--- src/rtl/mem_port_arbiter.sv ---
// Round-robin arbiter sharing one memory port between the core and the debug/loader
// requester; each access runs issue, wait and response phases and ends in a done pulse.
module mem_port_arbiter #(
  parameter int ADDR_W  = 32,
  parameter int DATA_W  = 32,
  parameter int MEM_LAT = 1
) (
  input  logic              clk,
  input  logic              resetn,
  input  logic              core_req,
  input  logic              core_we,
  input  logic [ADDR_W-1:0] core_addr,
  input  logic [DATA_W-1:0] core_wdata,
  output logic              core_done,
  output logic [DATA_W-1:0] core_rdata,
  input  logic              dbg_req,
  input  logic              dbg_we,
  input  logic [ADDR_W-1:0] dbg_addr,
  input  logic [DATA_W-1:0] dbg_wdata,
  output logic              dbg_done,
  output logic [DATA_W-1:0] dbg_rdata,
  output logic              mem_en,
  output logic              mem_we,
  output logic [ADDR_W-1:0] mem_addr,
  output logic [DATA_W-1:0] mem_wdata,
  input  logic [DATA_W-1:0] mem_rdata,
  output logic              busy
);

  typedef enum logic [1:0] {S_IDLE, S_ISSUE, S_WAIT, S_RESP} state_t;

  localparam logic [3:0] LAT = 4'(MEM_LAT);

  state_t            state_q, state_d;
  logic [3:0]        cnt_q, cnt_d;
  logic              last_dbg_q, last_dbg_d;
  logic              own_dbg_q, own_dbg_d;
  logic              acc_we_q, acc_we_d;
  logic              core_done_q, core_done_d;
  logic              dbg_done_q, dbg_done_d;
  logic              mem_en_q, mem_en_d;
  logic              mem_we_q, mem_we_d;
  logic              busy_q, busy_d;
  logic [ADDR_W-1:0] mem_addr_q, mem_addr_d;
  logic [DATA_W-1:0] mem_wdata_q, mem_wdata_d;
  logic [DATA_W-1:0] core_rdata_q, core_rdata_d;
  logic [DATA_W-1:0] dbg_rdata_q, dbg_rdata_d;
  logic              pick_dbg;

  always_comb begin
    state_d      = state_q;
    cnt_d        = cnt_q;
    last_dbg_d   = last_dbg_q;
    own_dbg_d    = own_dbg_q;
    acc_we_d     = acc_we_q;
    core_done_d  = 1'b0;
    dbg_done_d   = 1'b0;
    mem_en_d     = 1'b0;
    mem_we_d     = 1'b0;
    mem_addr_d   = mem_addr_q;
    mem_wdata_d  = mem_wdata_q;
    core_rdata_d = core_rdata_q;
    dbg_rdata_d  = dbg_rdata_q;
    // Debug wins only when it is alone or the core was served last.
    pick_dbg     = dbg_req & (~core_req | ~last_dbg_q);

    case (state_q)
      S_IDLE: begin
        if (core_req | dbg_req) begin
          state_d     = S_ISSUE;
          own_dbg_d   = pick_dbg;
          last_dbg_d  = pick_dbg;
          acc_we_d    = pick_dbg ? dbg_we : core_we;
          mem_en_d    = 1'b1;
          mem_we_d    = acc_we_d;
          mem_addr_d  = pick_dbg ? dbg_addr : core_addr;
          mem_wdata_d = pick_dbg ? dbg_wdata : core_wdata;
        end
      end
      S_ISSUE: begin
        cnt_d   = LAT;
        state_d = S_WAIT;
      end
      S_WAIT: begin
        cnt_d = cnt_q - 4'd1;
        // Last wait cycle: memory data is valid now, so capture it for the owner.
        if (cnt_q == 4'd1) begin
          state_d     = S_RESP;
          core_done_d = ~own_dbg_q;
          dbg_done_d  = own_dbg_q;
          if (!acc_we_q) begin
            if (own_dbg_q) dbg_rdata_d  = mem_rdata;
            else           core_rdata_d = mem_rdata;
          end
        end
      end
      S_RESP: begin
        state_d = S_IDLE;
      end
      default: begin
        state_d = S_IDLE;
      end
    endcase

    busy_d = (state_d != S_IDLE);
  end

  always_ff @(posedge clk) begin
    if (!resetn) begin
      state_q      <= S_IDLE;
      cnt_q        <= 4'd0;
      last_dbg_q   <= 1'b1;
      own_dbg_q    <= 1'b0;
      acc_we_q     <= 1'b0;
      core_done_q  <= 1'b0;
      dbg_done_q   <= 1'b0;
      mem_en_q     <= 1'b0;
      mem_we_q     <= 1'b0;
      busy_q       <= 1'b0;
      mem_addr_q   <= '0;
      mem_wdata_q  <= '0;
      core_rdata_q <= '0;
      dbg_rdata_q  <= '0;
    end else begin
      state_q      <= state_d;
      cnt_q        <= cnt_d;
      last_dbg_q   <= last_dbg_d;
      own_dbg_q    <= own_dbg_d;
      acc_we_q     <= acc_we_d;
      core_done_q  <= core_done_d;
      dbg_done_q   <= dbg_done_d;
      mem_en_q     <= mem_en_d;
      mem_we_q     <= mem_we_d;
      busy_q       <= busy_d;
      mem_addr_q   <= mem_addr_d;
      mem_wdata_q  <= mem_wdata_d;
      core_rdata_q <= core_rdata_d;
      dbg_rdata_q  <= dbg_rdata_d;
    end
  end

  assign core_done  = core_done_q;
  assign dbg_done   = dbg_done_q;
  assign mem_en     = mem_en_q;
  assign mem_we     = mem_we_q;
  assign mem_addr   = mem_addr_q;
  assign mem_wdata  = mem_wdata_q;
  assign core_rdata = core_rdata_q;
  assign dbg_rdata  = dbg_rdata_q;
  assign busy       = busy_q;

endmodule

--- config.mk ---
export PLATFORM = sky130hd
export DESIGN_NAME = mem_port_arbiter
export DESIGN_NICKNAME = d
export VERILOG_FILES = /design/src/rtl/mem_port_arbiter.sv
export SDC_FILE = /design/constraint.sdc
export NUM_CORES = 1
export LEC_CHECK = 0
export CAP_MARGIN = 20
export CELL_PAD_IN_SITES_DETAIL_PLACEMENT = 1
export CELL_PAD_IN_SITES_GLOBAL_PLACEMENT = 1
export CORE_UTILIZATION = 30
export CTS_CLUSTER_SIZE = 8
export DETAILED_ROUTE_END_ITERATION = 6
export GPL_TIMING_DRIVEN = 0
export PLACE_DENSITY_LB_ADDON = 0.1
export SYNTH_ARGS = -nofsm -noshare
export SYNTH_HDL_FRONTEND = slang
export SYNTH_SLANG_ARGS = --single-unit
--- constraint.sdc ---
create_clock -name clk -period 2.7 [get_ports clk]
set_input_delay 0.27 -clock clk [delete_from_list [all_inputs] [get_ports clk]]
set_output_delay 0.27 -clock clk [all_outputs]
set_load 0.02 [all_outputs]
==> impl_metrics.py <==
metrics = {
    "status": {
        "status": "finished clean",
    },
    "cells_and_area": {
        "layout_commonest_cell": "clkdlybuf4s50_1",
        "areaGrowthSynthToFinish_pct": 71.5,
        "layout.nets": 1018,
        "fin_area_um2": 9430,
        "drive_gt1_frac": 0.0674,
        "n_antenna_cell": 0,
        "fillers": 1947,
        "layout_common_cells": "298 x clkdlybuf4s50_1, 142 x dfxtp_1, 103 x nand2_1",
    },
    "routing": {
        "first_pass_iters": 4,
        "wl_um": 20700,
        "final_antenna_net_count": 0,
        "drt-vias-per-instance": 4.92,
        "num_vias": 5359,
        "drc": 0,
        "wl_per_cell_um": 19.0,
        "drtIter0Drc": 149,
    },
    "sta": {
        "tns_ns": 0,
        "min_period_ns": 2.17,
        "whs_ns": 0.439,
        "finalSetupViolCount": 0,
        "relSlewSlack": 0.441,
        "grt_setup_unrepaired": "no",
        "finalCritPeriodShare": 0.803,
        "slew_violations": 0,
        "hold_viol": 0,
        "clock.fmax_ghz": 0.461,
        "finalClockSkew_ns": 0.0102,
        "tightest_slew_ns": 0.836,
    },
    "worst_setup_path": {
        "rr_startpoint": "state_q[0]$_SDFF_PN0_",
        "cp.required_ns": 3.06,
        "crit_end": "mem_wdata[14]$_SDFFE_PN0P_",
        "r2r_slack_ns": 0.53,
        "path_max_fanout": 10,
        "cp_slowest_stage_delay_ns": 0.67,
        "critical_path.cell_chain": "inv_1 > ha_1 > o211ai_2 > nor2_1 > buf_2 > a221o_1",
        "path_buf_inv": 2,
        "reg2regPathDepth": 6,
        "end_kind": "flop",
        "critPathLaunchType": "flop",
        "r2r-end": "mem_wdata[14]$_SDFFE_PN0P_",
        "crit_path_top_delay_cell": "nor2_1",
        "path_depth": 6,
        "cpLargestDelayFamily": "simple AND/OR/NAND/NOR gates",
        "crit_start": "state_q[0]$_SDFF_PN0_",
        "arrival_ns": 2.53,
        "critPathKind": "flop to flop",
    },
    "yosys": {
        "synth.yosys.warnings": 0,
        "async_flop_share": 0,
        "synthesis.area_um2": 5500,
        "syn-num-nets": 701,
        "netlist_instances": 530,
        "yosysTopAreaCell": "dfxtp_1",
        "synth-seq-cells": 142,
        "yosysTopAreaCellShare": 0.517,
        "synth.avg_cell_area_um2": 10.4,
        "ys_seq_area_frac": 0.517,
        "synth_area_leaders": "dfxtp_1 52%, mux2i_1 12%, a221o_1 12%, and3_1 7.5%, nand2_1 7.0%",
        "ys.flop_type": "dfxtp_1",
        "synth.distinct_cells": 34,
        "synth_edf_count": 0,
    },
    "flow_run": {
        "maxCapViolCount": 0,
    },
    "clock_tree": {
        "clock_path_buffers": 2,
        "htree_levels": 4,
        "clkSlewWorstSetupHoldPaths_ns": 0.06,
        "ctsResizeCount": 0,
        "cts_hold_buffers": 0,
        "cts_setup_buffers": 0,
        "cts.sinks": 142,
        "clock_latency_ns": 0.42,
        "cts-root-buf": "clkbuf_16",
        "cts_tree": "yes",
        "numCtsBuffers": 17,
    },
    "power_and_ir_drop": {
        "total_leakage_power_nw": 4.22,
        "cellPowerDensity_nw_per_um2": 848,
        "power.total_mw": 7.99,
        "vdd_ir_drop_max_uv": 445,
    },
    "die": {
        "core-area_um2": 18000,
        "die-area_um2": 18900,
        "fp.dieH_um": 137,
        "pin_count": 299,
        "die_x_um": 137,
        "std_cell_rows": 49,
        "start_util": 0.306,
    },
    "global_routing": {
        "antenna_found_initial": 2,
        "grt_use_met2": 0.396,
        "grt_max_degree": 17,
        "gr-max-usage-layer": "met2",
        "gr-usage-met3": 0.0809,
        "grt_use_met1": 0.229,
        "grt_pass1_wl_um": 31000,
        "grt_usage": 0.219,
        "first_global_vias": 5701,
        "overflow": 0,
    },
    "hold_path": {
        "hold_depth": 3,
        "hp-class": "input port to flop",
    },
    "place": {
        "hpwl_um": 15900,
        "gp_congestion": 0.765,
        "port_buffers": 298,
        "placed_area_um2": 8770,
    },
}
-- state kept, by name (all words and copies together) (netlist names) --
signal	cells
own_dbg_q	1
cnt_q	4
busy	1
last_dbg_q	1
dbg_done	1
dbg_rdata	32
mem_addr	32
core_rdata	32
mem_en	1
state_q	2
mem_we	1
mem_wdata	32
core_done	1
acc_we_q	1
-- cells by family (layout without fill, tap and decap cells) --
logic type,Yosys count,after routing,share of synthesized area
AO/OA/AOI/OAI,81,81,0.139
adder cells (fa/ha/maj),5,5,0.0114
buffers and inverters,52,382,0.0519
flip-flops,142,142,0.517
multiplexers,65,65,0.118
AND/OR/NAND/NOR,185,185,0.163
-- through the flow --
step / std cells / utilization / worst slack (ns)
after floorplan: 530 / - / 1.14
after global placement: 1057 / 0.488 / 0.257
after detailed placement: 1057 / 0.488 / 0.193
after CTS: 1089 / 0.525 / 0.411
after global routing: 1089 / 0.525 / 0.271
final: 1089 / 0.525 / 0.531
-- area by class of cell --
| class | count | area (um^2) | area share |
|---|---|---|---|
| inverter | 6 | 22.5 | 0.00239 |
| multi-input combinational | 336 | 2370 | 0.252 |
| tap | 229 | 287 | 0.0304 |
| timing repair buffer | 298 | 2980 | 0.316 |
| clock buffer | 19 | 453 | 0.0480 |
| clock inverter | 13 | 209 | 0.0222 |
| buffer | 46 | 263 | 0.0279 |
| sequential | 142 | 2840 | 0.301 |
-- power by group --
group | internal [mW] | total [mW] | switching, mW | leakage, nW
Combinational | 1.30 | 2.63 | 1.34 | 2.74
Clock | 1.69 | 2.64 | 0.943 | 0.316
Sequential | 2.51 | 2.72 | 0.217 | 1.16
-- cells in the mapped netlist, types with 2 or more instances --
master,number
dfxtp_1,142
nand2_1,103
and3_1,66
mux2i_1,65
a221o_1,64
clkbuf_1,23
buf_2,9
buf_4,7
buf_6,7
inv_1,6
ha_1,5
nor2_1,5
o21ai_0,3
a21boi_0,2
nor3_1,2
o21a_1,2
o31ai_1,2
-- routing by layer --
layer / vias up / part of all wire / routed length [um]
met3: 29 / 0.077 / 1600
met2: 195 / 0.52 / 10700
met1: 2563 / 0.39 / 7990
met5: - / 0.0015 / 30
met4: 4 / 0.016 / 337
li1: 2568 / - / -
-- how the worst min path moves through the flow --
stage	startpoint	end
floorplan	core_wdata[20]	mem_wdata[20]$_SDFFE_PN0P_
global placement	dbg_rdata[18]$_SDFFE_PN0P_	dbg_rdata[18]$_SDFFE_PN0P_
detailed placement	core_rdata[21]$_SDFFE_PN0P_	core_rdata[21]$_SDFFE_PN0P_
CTS	mem_rdata[31]	dbg_rdata[31]$_SDFFE_PN0P_
global route	mem_rdata[22]	dbg_rdata[22]$_SDFFE_PN0P_
finish	mem_rdata[28]	core_rdata[28]$_SDFFE_PN0P_
-- tightest hold or removal path: cells and delay by family --
kind          cells  cell delay (ns)
buf+inv           1             0.40
simple gates      1             0.08
mux               1             0.07
Note: power is estimated with default switching activity, not from simulation.
